[config.mk]
export PLATFORM = sky130hd
export DESIGN_NAME = pipeline_hazard_ctrl
export DESIGN_NICKNAME = d
export VERILOG_FILES = /design/src/rtl/pipeline_hazard_ctrl.sv
export SDC_FILE = /design/constraint.sdc
export NUM_CORES = 1
export LEC_CHECK = 0
export BUFFER_PORTS_ARGS = -buffer_cell sky130_fd_sc_hd__buf_4
export CAP_MARGIN = 20
export CORE_MARGIN = 2
export CORE_UTILIZATION = 50
export DETAILED_ROUTE_END_ITERATION = 6
export PLACE_DENSITY = 0.84
export RECOVER_POWER = 100
export SLEW_MARGIN = 20
export SYNTH_ARGS = -nofsm -noshare
export SYNTH_HDL_FRONTEND = slang
export SYNTH_SLANG_ARGS = --single-unit
[constraint.sdc]
create_clock -name clk_i -period 2.78 [get_ports clk_i]
set_input_delay 0.556 -clock clk_i [delete_from_list [all_inputs] [get_ports clk_i]]
set_output_delay 0.556 -clock clk_i [all_outputs]
set_load 0.005 [all_outputs]
[src/rtl/pipeline_hazard_ctrl.sv]
// Stall/flush sequencer for the 5-stage pipeline. Covers the hazards the
// forwarding network cannot: load-use, multi-cycle MUL/DIV occupying EX,
// data-memory wait and taken-branch redirect. Also keeps saturating
// stall and flush counters.
module pipeline_hazard_ctrl #(
    parameter int MDU_LAT = 4,
    parameter int CNT_W   = 16
) (
    input  logic             clk_i,
    input  logic             rst_i,
    input  logic [4:0]       ID_rs1_i,
    input  logic [4:0]       ID_rs2_i,
    input  logic             ID_rs1_used_i,
    input  logic             ID_rs2_used_i,
    input  logic [4:0]       IDEX_rd_i,
    input  logic             IDEX_MemRead_i,
    input  logic             IDEX_mdu_i,
    input  logic             EXE_branch_taken_i,
    input  logic             dmem_ready_i,
    output logic             pc_write_o,
    output logic             IFID_write_o,
    output logic             IDEX_write_o,
    output logic             EXMEM_write_o,
    output logic             IFID_flush_o,
    output logic             IDEX_flush_o,
    output logic             EXMEM_flush_o,
    output logic             MEMWB_flush_o,
    output logic             state_o,
    output logic [CNT_W-1:0] stall_cnt_o,
    output logic [CNT_W-1:0] flush_cnt_o
);

    typedef enum logic {
        RUN = 1'b0,
        MDU = 1'b1
    } state_t;

    // A one-cycle MUL/DIV never needs to hold EX, so the MDU path is compiled out.
    localparam bit         MDU_EN     = (MDU_LAT >= 2);
    // The trigger cycle is itself the first stall cycle, hence LAT-2 remaining.
    localparam logic [3:0] MDU_RELOAD = (MDU_LAT >= 2) ? 4'(MDU_LAT - 2) : 4'd0;

    state_t     state_q, state_d;
    logic [3:0] mdu_cnt_q, mdu_cnt_d;
    logic       load_use;
    logic       flush_inc;

    function automatic logic [CNT_W-1:0] sat_inc(input logic [CNT_W-1:0] v);
        return (v == {CNT_W{1'b1}}) ? v : v + 1'b1;
    endfunction

    assign load_use = IDEX_MemRead_i && (IDEX_rd_i != 5'd0) &&
                      ((ID_rs1_used_i && (ID_rs1_i == IDEX_rd_i)) ||
                       (ID_rs2_used_i && (ID_rs2_i == IDEX_rd_i)));

    assign state_o = (state_q == MDU);

    // Hazard priority resolution: MEM freeze > MDU stall > branch flush > load-use.
    always_comb begin
        pc_write_o    = 1'b1;
        IFID_write_o  = 1'b1;
        IDEX_write_o  = 1'b1;
        EXMEM_write_o = 1'b1;
        IFID_flush_o  = 1'b0;
        IDEX_flush_o  = 1'b0;
        EXMEM_flush_o = 1'b0;
        MEMWB_flush_o = 1'b0;
        state_d       = state_q;
        mdu_cnt_d     = mdu_cnt_q;
        flush_inc     = 1'b0;

        if (rst_i) begin
            pc_write_o    = 1'b0;
            IFID_write_o  = 1'b0;
            IDEX_write_o  = 1'b0;
            EXMEM_write_o = 1'b0;
            IFID_flush_o  = 1'b1;
            IDEX_flush_o  = 1'b1;
            EXMEM_flush_o = 1'b1;
            MEMWB_flush_o = 1'b1;
        end else if (!dmem_ready_i) begin
            // Whole front end freezes; only a bubble drains into WB.
            pc_write_o    = 1'b0;
            IFID_write_o  = 1'b0;
            IDEX_write_o  = 1'b0;
            EXMEM_write_o = 1'b0;
            MEMWB_flush_o = 1'b1;
        end else if (state_q == MDU) begin
            if (mdu_cnt_q != 4'd0) begin
                pc_write_o    = 1'b0;
                IFID_write_o  = 1'b0;
                IDEX_write_o  = 1'b0;
                EXMEM_flush_o = 1'b1;
                mdu_cnt_d     = mdu_cnt_q - 4'd1;
            end else begin
                // Release cycle: result leaves EX with default enables.
                state_d = RUN;
            end
        end else if (MDU_EN && IDEX_mdu_i) begin
            pc_write_o    = 1'b0;
            IFID_write_o  = 1'b0;
            IDEX_write_o  = 1'b0;
            EXMEM_flush_o = 1'b1;
            mdu_cnt_d     = MDU_RELOAD;
            state_d       = MDU;
        end else if (EXE_branch_taken_i) begin
            // Wrong-path instructions in IF/ID and ID/EX are squashed; any
            // load-use seen by the ID instruction is therefore irrelevant.
            IFID_flush_o = 1'b1;
            IDEX_flush_o = 1'b1;
            flush_inc    = 1'b1;
        end else if (load_use) begin
            pc_write_o   = 1'b0;
            IFID_write_o = 1'b0;
            IDEX_flush_o = 1'b1;
        end
    end

    // Sequencer state and MDU countdown.
    always_ff @(posedge clk_i) begin
        if (rst_i) begin
            state_q   <= RUN;
            mdu_cnt_q <= 4'd0;
        end else begin
            state_q   <= state_d;
            mdu_cnt_q <= mdu_cnt_d;
        end
    end

    // Saturating performance counters.
    always_ff @(posedge clk_i) begin
        if (rst_i) begin
            stall_cnt_o <= '0;
            flush_cnt_o <= '0;
        end else begin
            if (!pc_write_o) stall_cnt_o <= sat_inc(stall_cnt_o);
            if (flush_inc)   flush_cnt_o <= sat_inc(flush_cnt_o);
        end
    end

endmodule

==> run metrics, run 1 <==
Startpoint Class primary input; worst slew pin tran ~600 ps; placed cell count about 350; count of cell types in the netlist 39; routed vias around 2000; Clk Latency, worst-skew pair a little under 300 ps; placer congestion estimate roughly 0.8; clock tree buffer depth 2; Mapped Cells 240; IO Pins 64; routed length per instance between 10 and 15 µm; Final min period about 2500 ps; RSZ-0062 raised after global routing false; # fillers approximately 310; Post-Syn Area slightly below 0.002 mm²; die height between 60 and 70 µm; share of cells above drive strength 1 0.243; post-layout util 0.692; Critical Path, Cell by Cell buf_4 > or4_1 > o21ai_0 > nor2_1 > a21oi_1 > clkbuf_4; root buf cell clkbuf_8; final-stage net count about 330; CP required around 2200 ps; hold crit path type primary input to flop; First DRT Iteration DRCs 72; area taken by multi-input logic gates 0.00114 mm²; run status completed; Initial Util 0.526; fin crit share 0.889; top_reg_cell synth dfxtp_1; DRT Pass-1 Iters 4; EDFF count, synth 0; I/O Buffers 63; WS Path Type primary input to primary output; largest net degree at the start of global routing 44; Reg area between 700 and 800 µm²; clk sinks 37; cells resized by post-CTS repair 0; relative slew slack 0.594; global route total overflow 0; dpl hpwl 3400 µm; Hold Fails Final Rpt 0; first-pass GRT wire length about 7400 µm; final instance area 0.00257 mm²; GRT Util Overall 0.215; # rows 22; Syn. warnings 0; max cap viols 0; DRC viols 0; Fmax ~400 MHz; initial antenna violation count 0; most common cell after layout, fill and taps aside clkbuf_4; Layout area overhead 31.6%; P per Cell Area 459 mW/mm²; CP max stage delay 500 ps; vias in the first global route roughly 1700; Async SR Flop Fraction 0; max-slew violations 0; Core ar. approximately 0.0037 mm²; ANT cells 0; CP Max Fanout 3; synthesized area per cell 8.14 µm²; register area share after synthesis 0.379; Final setup viols 0; Hold-fix buffers, CTS 0; ANT nets after route 0; Syn Nets between 200 and 300; Critical Path Sink Type primary output; Via density about 5.6; crit path DAT ~1900 ps; Worst Clk Skew 6.77 ps; CTS tree yes; final cell count without fillers between 300 and 400; Worst path slowest cell or4_1; most frequent cells in the layout clkbuf_4 (39), dfxtp_1 (37), buf_4 (24); worst IR drop on VDD between 300 and 400 µV; full die area approximately 0.0044 mm²; Worst-path clk slew 70 ps; Die W approximately 67 µm; Post CTS Setup Buffer Count 0; FF+latch count, synth 37; leakage power between 1 and 1.5 nW; total CTS buffers 5; # H-tree levels 2; Total Routed Length approximately 4600 µm; Post-DP Area about 0.0025 mm²; setup tns final 0 ps
-- critical path: cells and delay by family --
family	cells	cell delay [ps]
AOI/OAI and AO/OA	2	460
buffers and inverters	2	300
and+or+nand+nor	2	590
-- power by group --
group	switching [mW]	total, mW	internal, mW
clock network	0.197	0.489	0.292
logic	0.0655	0.136	0.0706
registers	0.0138	0.556	0.542
-- synthesized netlist by cell type (all sizes together), types with 5 or more instances --
cell     n  area, µm²
a21oi   23        115
and3     5       31.3
buf      5       32.5
clkbuf   5       18.8
dfxtp   37        741
inv      7       26.3
nand2   15       56.3
nand3   10       50.1
nand4   12       75.1
nor2    22       82.6
o21ai   20        100
or3     16        100
xnor2    5       43.8
xor2    18        158
-- final cells by class --
type / instances / share of cell area
Multi-Input combinational cell: 186 / 0.442
Timing Repair Buffer: 67 / 0.190
Tap cell: 48 / 0.0234
Sequential cell: 37 / 0.288
Clock inverter: 2 / 0.0146
Clock buffer: 6 / 0.0321
Inverter: 7 / 0.0102
-- flip-flops by register name (all words and copies together) (netlist names) --
register,cells
flush_cnt_o,16
stall_cnt_o,16
mdu_cnt_q,4
state_o,1
-- final timing paths --
kind	startpoint	to	slack, ps	cells after the start
worst max-delay path	IDEX_rd_i[1]	IFID_write_o	310	6
worst min-delay path	IDEX_mdu_i	mdu_cnt_q[3]$_SDFFE_PP0P_	470	2
worst max register to register	mdu_cnt_q[0]$_SDFFE_PP0P_	stall_cnt_o[5]$_SDFFE_PP0P_	510	9
worst min register to register	mdu_cnt_q[0]$_SDFFE_PP0P_	mdu_cnt_q[0]$_SDFFE_PP0P_	480	2
-- per-layer routing --
metal / GRT usage / up-vias / share of wire
met5: 0 / - / 0
met4: 0.0689 / 0 / 0.011
met3: 0.0642 / 8 / 0.080
met2: 0.375 / 61 / 0.47
met1: 0.251 / 907 / 0.44
li1: - / 990 / -
-- cells by family (layout without fill, tap and decap cells) --
kind of cell / count (synthesis) / in the layout / share of synthesized area
AOI/OAI and AO/OA: 52 / 52 / 0.147
adders and majority gates: 4 / 4 / 0.0256
and+or+nand+nor: 104 / 104 / 0.289
buffers and inverters: 17 / 82 / 0.0397
DFF: 37 / 37 / 0.379
xor gates and xnor gates: 23 / 23 / 0.103
muxes: 3 / 3 / 0.0160
-- per-stage QoR --
| stage | hold slack, ps | power [mW] | setup slack [ps] |
|---|---|---|---|
| finish | 467 | 1.18 | 309 |
| global route | 475 | 1.23 | 228 |
| CTS | 465 | 1.19 | 305 |
| detailed placement | 469 | 0.708 | 203 |
| global placement | 465 | 0.702 | 301 |
| floorplan | 449 | 0.640 | 510 |
No activity file was read; power rests on OpenSTA's default activity.
==> inputs of run 2 (changes only) <==
- RECOVER_POWER: 100 -> 50
==> run 2 against run 1 <==
Via count fell by 0.46%. Sequential power about the same. Die area is the same. Critical path depth unchanged. Count of clock-buffer cells in the layout unchanged. Combinational power about the same. Global-route usage unchanged. Hold slack improved by 0.91 ps. Wire length is 0.22% lower. Largest cell class unchanged. Largest power group unchanged.
==> run metrics, run 2 (synthesized netlist as in run 1, its figures left out) <==
ANT nets after route 0; Clk Latency, worst-skew pair roughly 300 ps; Worst Clk Skew 7.83 ps; Post CTS Setup Buffer Count 0; CP Max Fanout 3; Worst-path clk slew ~70 ps; Initial Util 0.526; ANT cells 0; worst slew pin tran between 600 and 700 ps; Critical R2R Capture stall_cnt_o[5]$_SDFFE_PP0P_; worst reg-to-reg path cell count 9; fin crit share 0.887; DRT Pass-1 Iters 4; dpl hpwl about 3400 µm; CTS tree yes; largest net degree at the start of global routing 44; run status completed; Core ar. ~0.0037 mm²; first-pass GRT wire length approximately 7400 µm; routed vias about 2000; Fmax around 400 MHz; Via density ~5.5; CP required about 2200 ps; clock tree buffer depth 2; final-stage net count between 300 and 400; min-delay src IDEX_mdu_i; crit path DAT between 1500 and 2000 ps; hold crit path type primary input to flop; Total Routed Length roughly 4600 µm; register-to-register setup slack 550 ps; total CTS buffers 5; Final min period about 2500 ps; clk sinks 37; Place WS 203 ps; max-slew violations 0; # rows 22; DRC viols 0; GRT Util Overall 0.215; initial antenna violation count 0; root buf cell clkbuf_8; biggest regs flush_cnt_o (16), stall_cnt_o (16), mdu_cnt_q (4); routed length per instance roughly 13 µm; vias in the first global route roughly 1700; WS Path Type primary input to primary output; Worst Hold Path EP mdu_cnt_q[3]$_SDFFE_PP0P_; full die area 0.00442 mm²; Hold-fix buffers, CTS 0; IO Pins between 60 and 70; relative slew slack 0.590; CP delay by family, top simple AND/OR/NAND/NOR gates; Crit path buffers/inverters 2; final instance area between 0.002 and 0.003 mm²; Worst path slowest cell or4_1; WHS Path Cells 2; First DRT Iteration DRCs 85; Final setup viols 0; share of cells above drive strength 1 0.249; Setup WS post-layout between 300 and 400 ps; max cap viols 0; most frequent cells in the layout dfxtp_1 (37), clkbuf_4 (33), buf_4 (32); RSZ-0062 raised after global routing false; post-layout util 0.694; Startpoint Class primary input; cell mode on critical path buf_4; Die W approximately 67 µm; setup tns final 0 ps; Reg2Reg Launch Point mdu_cnt_q[0]$_SDFFE_PP0P_; most common cell after layout, fill and taps aside dfxtp_1; die height 66.5 µm; CP max stage delay 500 ps; # H-tree levels 2; leakage power 1.02 nW; P per Cell Area between 400 and 500 mW/mm²; worst IR drop on VDD just over 300 µV; placer congestion estimate around 0.80; Critical Path Sink Type primary output; global route total overflow 0; I/O Buffers 63; cells resized by post-CTS repair 0; Layout area overhead 31.9%; Critical Path, Cell by Cell buf_4 > or4_1 > o21ai_0 > nor2_1 > a21oi_1 > buf_4; Hold Fails Final Rpt 0; Post-DP Area between 0.002 and 0.0025 mm²
run 2: worst max path at each step:
| stage | startpoint | to | slack, ps | cells after the start |
|---|---|---|---|---|
| after floorplan | IDEX_rd_i[4] | stall_cnt_o[14]$_SDFFE_PP0P_ | 510 | 7 |
| after global placement | IDEX_rd_i[3] | stall_cnt_o[11]$_SDFFE_PP0P_ | 300 | 8 |
| after detailed placement | IDEX_rd_i[4] | stall_cnt_o[5]$_SDFFE_PP0P_ | 200 | 8 |
| after CTS | IDEX_rd_i[1] | IFID_write_o | 310 | 6 |
| after global routing | IDEX_rd_i[1] | IFID_write_o | 250 | 6 |
| final | IDEX_rd_i[1] | IFID_write_o | 320 | 6 |
run 2: per-layer routing:
layer / vias up / wire length [µm] / GRT usage
li1: 988 / - / -
met1: 904 / 1990 / 0.251
met2: 57 / 2150 / 0.375
met3: 8 / 354 / 0.0642
met4: 0 / 52 / 0.0689
met5: - / 0 / 0
run 2: power by group:
group | switching, mW | total [mW] | internal (mW)
clock | 0.195 | 0.487 | 0.292
combinational | 0.0659 | 0.138 | 0.0720
sequential | 0.0138 | 0.556 | 0.542
total | 0.275 | 1.18 | 0.905
run 2: per-stage QoR:
step	hold slack [ps]	total power [mW]	cells
2_1_floorplan	449	0.640	240
3_3_place_gp	465	0.702	345
3_5_place_dp	469	0.708	345
4_1_cts	465	1.19	353
5_1_grt	475	1.23	353
6_report	468	1.18	353
run 2: layout make-up:
| class | instances | area [µm²] |
|---|---|---|
| Multi-Input combinational cell | 186 | 1140 |
| Inverter | 7 | 26.3 |
| Sequential cell | 37 | 741 |
| Timing Repair Buffer | 67 | 495 |
| Clock buffer | 6 | 82.6 |
| Tap cell | 48 | 60.1 |
| Fill cell | 305 | 1140 |
| Clock inverter | 2 | 37.5 |
==> inputs of run 3 (changes only) <==
- ABC_AREA: unset -> 1
- CORE_UTILIZATION: 50 -> 57
- PLACE_DENSITY: 0.84 -> 0.91
- clock period: 2.78 -> 3.2 ns (I/O delays scaled with it)
==> run 3 against run 2 <==
Utilization increased by 3.8 points. Clock skew down 1.7 ps. Flip-flop and latch count is the same. Combinational power down 7%. Highest routed layer unchanged. Global-route usage grew 4.2 points. Critical path depth up 1. Register-to-register slack gained 540 ps. Synthesized area up 21%. Wire length is 24% higher. Sequential power decreased by 13%. Critical endpoint unchanged.
==> run metrics, run 3 <==
RSZ-0062 raised after global routing false; Area contributors post-synth dfxtp_1 (31%), nand2_1 (14%), nand3_1 (8.5%); IO Pins 64; Fmax roughly 410 MHz; global route total overflow 0; I/O Buffers 63; Power, Total just under 1 mW; Critical Path Sink Type primary output; Clk Latency, worst-skew pair about 300 ps; First DRT Iteration DRCs 108; EDFF count, synth 0; setup tns final 0 ps; total CTS buffers 5; Setup WS post-layout between 700 and 800 ps; NetSw around 0.25 mW; worst slew pin tran between 400 and 500 ps; clock tree buffer depth 2; ANT cells 0; # rows 23; biggest regs flush_cnt_o (16), stall_cnt_o (16), mdu_cnt_q (4); Layout area overhead 24.1%; placed cell count 454; routed length per instance ~12 µm; CTS tree yes; Mapped Cells 352; post-layout util 0.732; CP Max Fanout 20; initial antenna violation count 0; cells resized by post-CTS repair 0; most common cell after layout, fill and taps aside nand2_1; leakage power 1.28 nW; full die area about 0.0047 mm²; DRC viols 0; Place WS between 700 and 800 ps; Synth top area share 0.314; top_reg_cell synth dfxtp_1; WS Path Type flop to primary output; Die W 68.3 µm; first-pass GRT wire length slightly above 9000 µm; Initial Util 0.590; Via density 5.30; hold crit path type flop to flop; Hold Fails Final Rpt 0; die height 68.3 µm; routed vias 2447; worst IR drop on VDD approximately 220 µV; P per Cell Area 332 mW/mm²; CP required approximately 2600 ps; Worst-path clk slew 70 ps; count of cell types in the netlist 33; dpl hpwl 4150 µm; placer congestion estimate approximately 0.91; max-slew violations 0; Final setup viols 0; final cell count without fillers 462; # H-tree levels 2; Startpoint Class flop; max cap viols 0; relative slew slack 0.706; final-stage net count between 400 and 500; ANT nets after route 0; Switching Fraction 0.257; crit path DAT between 1500 and 2000 ps; share of cells above drive strength 1 0.240; Async SR Flop Fraction 0; synthesized area per cell 6.70 µm²; largest net degree at the start of global routing 29; Hold-fix buffers, CTS 0; most common cell in the synthesized netlist nand2_1; Final min period 2460 ps; dominant cell type by area after synthesis dfxtp_1; Syn Nets approximately 380; DRT Pass-1 Iters 4; synth cell count leaders nand2_1 (86), nand3_1 (40), nor2_1 (38), dfxtp_1 (37), inv_1 (33); run status completed; GRT Util Overall 0.257; FF+latch count, synth 37; Syn. warnings 0; root buf cell clkbuf_8; register area share after synthesis 0.314; register-to-register setup slack 1090 ps; combinational share of power 0.131; Sequential Power Share 0.495; most frequent cells in the layout nand2_1 (86), nand3_1 (40), nor2_1 (38); Total Routed Length approximately 5600 µm; clk sinks 37; vias in the first global route roughly 2200; Core ar. about 0.0040 mm²; Post-Syn Area approximately 0.0024 mm²; fin crit share 0.769; Worst Clk Skew just over 6 ps; Post CTS Setup Buffer Count 0; clock share of power 0.374; Power Internal roughly 0.72 mW
[run 3: changes by cell type in the layout (fill, tap and decap cells not counted), sizes merged, moves of 4 or more]
| cell | previous run | this run |
|---|---|---|
| nand2b | 4 | 0 |
| a21oi | 23 | 30 |
| xor2 | 18 | 12 |
| and3 | 5 | 1 |
| nand3 | 10 | 40 |
| nor3b | 1 | 5 |
| inv | 7 | 39 |
| nand4 | 12 | 5 |
| nand2 | 15 | 94 |
| nor4 | 4 | 0 |
| nor2 | 22 | 40 |
| or3 | 16 | 0 |
| o21ai | 20 | 7 |
| nor3 | 2 | 12 |
[run 3: area by class of cell]
type / count / area, µm²
Multi-Input combinational cell: 265 / 1400
Fill cell: 333 / 1070
Sequential cell: 37 / 741
Timing Repair Buffer: 63 / 473
Inverter: 39 / 146
Clock buffer: 7 / 96.3
Tap cell: 50 / 62.6
Clock inverter: 1 / 5.00
[run 3: path summary, 6_finish.rpt]
check | endpoint | start | cells past startpoint
worst max-delay path | IFID_write_o | mdu_cnt_q[0]$_SDFFE_PP0P_ | 7
worst max register to register | flush_cnt_o[12]$_SDFFE_PP0P_ | flush_cnt_o[0]$_SDFFE_PP0P_ | 9
worst min register to register | flush_cnt_o[10]$_SDFFE_PP0P_ | flush_cnt_o[10]$_SDFFE_PP0P_ | 2
worst min-delay path | flush_cnt_o[10]$_SDFFE_PP0P_ | flush_cnt_o[10]$_SDFFE_PP0P_ | 2
[run 3: critical path: stages, from the launching register on]
cell	delay (ps)
dfxtp_1	310
inv_1	80
ha_1	200
a41oi_1	290
nor2_2	80
nand2_2	310
inv_1	100
buf_4	150
[run 3: per-layer routing]
metal,part of all wire,vias to the layer above,global-route usage
met4,0.022,0,0.123
met3,0.050,13,0.0625
met2,0.50,66,0.454
li1,-,1255,-
met5,0,-,0
met1,0.42,1113,0.287
[run 3: stage by stage]
step	area [µm²]	hold slack, ps
floorplan	2360	468
global placement	2830	469
detailed placement	2830	492
CTS	2930	501
global route	2930	520
finish	2930	498
[run 3: cells by family (layout without fill, tap and decap cells)]
kind of cell    count (synthesis)  count (layout)  synth area share
flops                          37              37             0.314
simple gates                  199             199             0.388
compound gates                 43              43             0.115
fa+ha+maj                       4               4            0.0212
xor+xnor                       19              19            0.0706
buf+inv                        50             110            0.0907
[run 3: power by group through the flow]
| stage | Clock (mW) | Combinational, mW | Sequential [mW] |
|---|---|---|---|
| 2_1_floorplan | 0 | 0.0763 | 0.490 |
| 3_3_place_gp | 0 | 0.124 | 0.491 |
| 3_5_place_dp | 0 | 0.128 | 0.492 |
| 4_1_cts | 0.369 | 0.129 | 0.481 |
| 5_1_grt | 0.387 | 0.144 | 0.482 |
| 6_report | 0.363 | 0.128 | 0.481 |
